**src/rtl/midilib_nios2_qsys_0_oci_dct_ctrl_if.sv**
```systemverilog
// Trace-atom packer bus: atom stream in, packed 30-bit words out, plus status.
// Handshakes: a transfer occurs on a rising edge where valid and ready are both 1; valid may not drop or change payload until then.
interface midilib_nios2_qsys_0_oci_dct_ctrl_if;
   logic        atom_valid;
   logic [1:0]  atom;
   logic        atom_ready;
   logic        test_ending;
   logic        out_valid;
   logic        out_ready;
   logic [29:0] dct_buffer;
   logic [3:0]  dct_count;
   logic        test_has_ended;
   logic [15:0] stall_cycles;
   logic [1:0]  state_dbg;

   modport slave (
      input  atom_valid, atom, test_ending, out_ready,
      output atom_ready, out_valid, dct_buffer, dct_count, test_has_ended,
             stall_cycles, state_dbg
   );

   modport master (
      output atom_valid, atom, test_ending, out_ready,
      input  atom_ready, out_valid, dct_buffer, dct_count, test_has_ended,
             stall_cycles, state_dbg
   );
endinterface

```
**src/rtl/midilib_nios2_qsys_0_oci_dct_ctrl.sv**
```systemverilog
// Packs up to 15 two-bit trace atoms into a 30-bit word, emits it downstream,
// and flushes the partial word when the test ends.
module midilib_nios2_qsys_0_oci_dct_ctrl (
   input logic clk,
   input logic reset,
   midilib_nios2_qsys_0_oci_dct_ctrl_if.slave bus
);
   typedef enum logic [1:0] {
      FILL = 2'd0,
      EMIT = 2'd1,
      DONE = 2'd2
   } state_t;

   state_t      state_q, state_d;
   logic [29:0] buf_q, buf_d;
   logic [3:0]  cnt_q, cnt_d;
   logic        end_q, end_d;
   logic        atom_ready_q, atom_ready_d;
   logic        out_valid_q, out_valid_d;
   logic        ended_q, ended_d;
   logic [15:0] stall_q, stall_d;
   logic        accept;

   always_comb begin
      state_d = state_q;
      buf_d   = buf_q;
      cnt_d   = cnt_q;
      end_d   = end_q;
      stall_d = stall_q;
      accept  = bus.atom_valid & atom_ready_q;

      if (bus.atom_valid && !atom_ready_q && stall_q != 16'hFFFF)
         stall_d = stall_q + 16'd1;

      case (state_q)
         FILL: begin
            if (bus.test_ending)
               end_d = 1'b1;
            // A same-cycle atom lands before the end request is evaluated.
            if (accept) begin
               for (int k = 0; k < 15; k++)
                  if (cnt_q == 4'(k))
                     buf_d[2*k +: 2] = bus.atom;
               cnt_d = cnt_q + 4'd1;
            end
            if (cnt_d == 4'd15 || (end_d && cnt_d != 4'd0))
               state_d = EMIT;
            else if (end_d)
               state_d = DONE;
         end
         EMIT: begin
            if (bus.test_ending)
               end_d = 1'b1;
            if (bus.out_ready) begin
               buf_d   = '0;
               cnt_d   = '0;
               state_d = end_d ? DONE : FILL;
            end
         end
         DONE:    state_d = DONE;
         default: state_d = FILL;
      endcase

      atom_ready_d = (state_d == FILL);
      out_valid_d  = (state_d == EMIT);
      ended_d      = (state_d == DONE);
   end

   always_ff @(posedge clk) begin
      if (reset) begin
         state_q      <= FILL;
         buf_q        <= '0;
         cnt_q        <= '0;
         end_q        <= 1'b0;
         atom_ready_q <= 1'b1;
         out_valid_q  <= 1'b0;
         ended_q      <= 1'b0;
         stall_q      <= '0;
      end else begin
         state_q      <= state_d;
         buf_q        <= buf_d;
         cnt_q        <= cnt_d;
         end_q        <= end_d;
         atom_ready_q <= atom_ready_d;
         out_valid_q  <= out_valid_d;
         ended_q      <= ended_d;
         stall_q      <= stall_d;
      end
   end

   assign bus.atom_ready     = atom_ready_q;
   assign bus.out_valid      = out_valid_q;
   assign bus.dct_buffer     = buf_q;
   assign bus.dct_count      = cnt_q;
   assign bus.test_has_ended = ended_q;
   assign bus.stall_cycles   = stall_q;
   assign bus.state_dbg      = state_q;
endmodule

```
**src/flat_wrapper.sv**
```systemverilog
// flat-port wrapper written by rule: the top's interface ports become plain ports
module midilib_nios2_qsys_0_oci_dct_ctrl_flat 
  (clk, reset, bus_atom_valid, bus_atom, bus_test_ending, bus_out_ready, bus_atom_ready, bus_out_valid, bus_dct_buffer, bus_dct_count, bus_test_has_ended, bus_stall_cycles, bus_state_dbg);
  midilib_nios2_qsys_0_oci_dct_ctrl_if bus_i ();
  input logic clk;
  input logic reset;
  input wire logic [$bits(bus_i.atom_valid)-1:0] bus_atom_valid;
  input wire logic [$bits(bus_i.atom)-1:0] bus_atom;
  input wire logic [$bits(bus_i.test_ending)-1:0] bus_test_ending;
  input wire logic [$bits(bus_i.out_ready)-1:0] bus_out_ready;
  output wire logic [$bits(bus_i.atom_ready)-1:0] bus_atom_ready;
  output wire logic [$bits(bus_i.out_valid)-1:0] bus_out_valid;
  output wire logic [$bits(bus_i.dct_buffer)-1:0] bus_dct_buffer;
  output wire logic [$bits(bus_i.dct_count)-1:0] bus_dct_count;
  output wire logic [$bits(bus_i.test_has_ended)-1:0] bus_test_has_ended;
  output wire logic [$bits(bus_i.stall_cycles)-1:0] bus_stall_cycles;
  output wire logic [$bits(bus_i.state_dbg)-1:0] bus_state_dbg;
  assign bus_i.atom_valid = bus_atom_valid;
  assign bus_i.atom = bus_atom;
  assign bus_i.test_ending = bus_test_ending;
  assign bus_i.out_ready = bus_out_ready;
  assign bus_atom_ready = bus_i.atom_ready;
  assign bus_out_valid = bus_i.out_valid;
  assign bus_dct_buffer = bus_i.dct_buffer;
  assign bus_dct_count = bus_i.dct_count;
  assign bus_test_has_ended = bus_i.test_has_ended;
  assign bus_stall_cycles = bus_i.stall_cycles;
  assign bus_state_dbg = bus_i.state_dbg;
  midilib_nios2_qsys_0_oci_dct_ctrl u_core (.clk(clk), .reset(reset), .bus(bus_i));
endmodule
```
**config.mk**
```make
export PLATFORM = sky130hd
export DESIGN_NAME = midilib_nios2_qsys_0_oci_dct_ctrl_flat
export DESIGN_NICKNAME = d
export VERILOG_FILES = /design/src/rtl/midilib_nios2_qsys_0_oci_dct_ctrl_if.sv /design/src/rtl/midilib_nios2_qsys_0_oci_dct_ctrl.sv /design/src/flat_wrapper.sv
export SDC_FILE = /design/constraint.sdc
export NUM_CORES = 1
export LEC_CHECK = 0
export ABC_CLOCK_PERIOD_IN_PS = 3530
export CORE_ASPECT_RATIO = 1.1
export CORE_MARGIN = 2
export CORE_UTILIZATION = 54
export CTS_CLUSTER_DIAMETER = 200
export DETAILED_ROUTE_END_ITERATION = 8
export PLACE_DENSITY = 0.85
export SLEW_MARGIN = 20
export SYNTH_ARGS = -nofsm -noshare
export SYNTH_HDL_FRONTEND = slang
export SYNTH_SLANG_ARGS = --single-unit
```
**constraint.sdc**
```tcl
create_clock -name clk -period 3.53 [get_ports clk]
set_input_delay 0.706 -clock clk [delete_from_list [all_inputs] [get_ports clk]]
set_output_delay 0.706 -clock clk [all_outputs]
set_load 0.005 [all_outputs]
```
==> run_results.csv <==
group,metric,value,unit
global_route,grtUsageMet1,0.284,
critical_path,regToRegSetupSlack,1.33,ns
finish,diodes,0,
global_route,grt_pass1_wl,10600,µm
sta,hold_violations,0,
cts,cts_setup_buffers,0,
die,placementRows,27,
global_route,grt_antenna_before_repair,0,
global_route,grt.busiest_layer,"met2",
sta,fin_crit_sh,0.686,
critical_path,critPathKind,"in2reg",
power,pwr_density_cell,533,nW/µm²
global_route,grtUsageMet2,0.390,
die,die_w,72.2,µm
synth,yosysUniqueCellTypes,50,
sta,rsz0062_at_grt,"no",
place,dp_slack,0.814,ns
cts,cts_tree,"done",
detailed_routing,drt-initial-drc-count,190,
cts,insertion_delay,0.31,ns
die,core,4970,µm²
global_route,grt_pass1_vias,2333,
synth,seq_area_frac_synth,0.406,
detailed_routing,drtAntennaViolNets,0,
sta,skew,0.00548,ns
synth,yosysTopAreaCell,"dfxtp_1",
synth,syn_inst,309,
sta,setup_viol,0,
die,pin_count,62,
critical_path,crit_path_max_fanout,9,
synth,synthFlopType,"dfxtp_1",
detailed_routing,viasPerCell,5.88,
global_route,met3_usage,0.0431,
power,finalPower,1.88,mW
cts,cts.sink_count,56,
critical_path,crit_path_end_kind,"flip-flop",
finish,drive_above_1_share,0.0752,
cts,cts_resized,0,
sta,maxSlewHeadroom,0.395,
detailed_routing,dr.pass1.iters,4,
global_route,grt_max_degree,43,
sta,finalMaxSlewViolations,0,
critical_path,worstPathRequired,3.74,ns
synth,synth_common_cells,"dfxtp_1 (56), nor2_1 (46), mux2i_1 (31)",
sta,fmaxAchievable,413,MHz
die,die_area,5700,µm²
sta,setup_tns,0,ns
detailed_routing,drc_errors,0,
worst_hold_path,min_path_type,"reg2reg",
power,leakagePower,1.27,nW
power,vdd_drop_max,0.407,mV
global_route,overflow,0,
synth,synthArstFlopShare,0,
synth,ys_ff_latch,56,
sta,fin_ws,1.11,ns
synth,yosys_warnings,0,
cts,cts_root_buffer,"clkbuf_8",
die,chipHeight,79.0,µm
cts,htree_levels,2,
place,place.gp.congestion,0.842,
critical_path,cp.arrival,2.63,ns
critical_path,crit_path_start_kind,"input port",
synth,syn_nets,321,
place,io_buffers,61,
synth,synth_edf_count,0,
cts,clk_pin_slew,0.10,ns
detailed_routing,routed_wirelength,6440,µm
die,start_util,0.556,
detailed_routing,vias,2453,
synth,yosysMostFrequentCell,"dfxtp_1",
global_route,grt_util_all_layers,0.228,
status,status,"complete, no violations",
cts,cts-buffers-inserted,5,
cts,cts_buffer_depth,2,
synth,synth.avg_cell_area,8.93,µm²
sta,tightestPinTransition,0.903,ns
finish,nets,370,
detailed_routing,wl_per_cell,15.4,µm
sta,hold_slack,0.501,ns
synth,synthTopCellsByArea,"dfxtp_1 (41%), mux2i_1 (11%), nor2_1 (6.3%)",
sta,period_needed,2.42,ns
finish,fillerInstances,390,
place,hpwl,4440,µm
finish,syn2layout_area_growth,27.9,%
synth,synth_top_area_frac,0.406,
flow_run,cap_violations,0,
synth,syn_area,2760,µm²
cts,cts_hold_buf,0,
final timing paths:
path / from / to / cells after the start
max: bus_atom_valid / u_core.bus.stall_cycles[14] / 5
min: u_core.end_q / u_core.end_q / 2
max reg2reg: u_core.bus.dct_count[0] / u_core.bus.test_has_ended / 6
min reg2reg: u_core.end_q / u_core.end_q / 2
stage by stage:
step	util	std cells	cell area (µm²)
after floorplan	-	309	2760
after CTS	0.711	417	3530
after global placement	0.679	409	3370
after detailed placement	0.679	409	3370
after global routing	0.711	417	3530
final	0.711	417	3530
layer usage:
metal	share of wire	up-vias
met5	0	-
met2	0.51	75
met3	0.057	9
li1	-	1212
met4	0.013	0
met1	0.42	1157
sequential cells by signal, indices dropped and copies added, names as in the netlist:
register / flops
u_core.end_q: 1
u_core.bus.stall_cycles: 16
u_core.bus.out_valid: 1
u_core.bus.dct_count: 4
u_core.bus.dct_buffer: 30
u_core.bus.test_has_ended: 1
u_core.bus.state_dbg: 2
u_core.bus.atom_ready: 1
area by class of cell:
cell class	instances	area [µm²]	share of cell area
multi-input combinational	225	1530	0.434
sequential	56	1120	0.318
timing repair buffer	63	621	0.176
clock inverter	3	90.1	0.0255
tap	58	72.6	0.0206
clock buffer	5	68.8	0.0195
inverter	7	26.3	0.00744
where the power goes:
group | total [mW] | internal [mW] | switching, mW
logic | 0.540 | 0.282 | 0.258
clock network | 0.565 | 0.354 | 0.211
registers | 0.776 | 0.704 | 0.0723
total | 1.88 | 1.34 | 0.541
placed cells by master (no fill, tap or decap), types with 2 or more instances in the layout:
| cell type | count |
|---|---|
| nor2b_1 | 8 |
| or2_2 | 2 |
| ha_1 | 5 |
| nor2_1 | 46 |
| a21oi_1 | 10 |
| nor3_1 | 4 |
| o41ai_1 | 4 |
| clkbuf_8 | 5 |
| o22ai_1 | 4 |
| or4_1 | 4 |
| dfxtp_1 | 56 |
| mux2i_1 | 31 |
| o21ai_0 | 4 |
| or3_1 | 2 |
| a31oi_1 | 4 |
| and4b_1 | 2 |
| and2_1 | 2 |
| bufinv_16 | 3 |
| mux2_2 | 9 |
| a211oi_1 | 4 |
| buf_4 | 2 |
| nand3b_1 | 9 |
| a22oi_1 | 13 |
| o31ai_1 | 2 |
| nor3b_1 | 4 |
| nand4_1 | 3 |
| inv_1 | 7 |
| nor4b_1 | 2 |
| clkdlybuf4s50_1 | 60 |
| nand3_1 | 12 |
| nand2_1 | 15 |
cells by family after synthesis:
kind of cell               Yosys count  synth area share
DFF                                 56             0.406
xor gates and xnor gates             1           0.00318
muxes                               40             0.149
adders and majority gates            5            0.0227
AOI/OAI and AO/OA                   53             0.133
buffers and inverters               28            0.0390
and+or+nand+nor                    126             0.246
worst max-delay path, stage by stage:
cell	delay [ns]
clkdlybuf4s50_1	0.58
and2b_1	0.24
nand4_1	0.30
nor4b_1	0.43
mux2_2	0.37
Power figures use the tool's default switching activity.
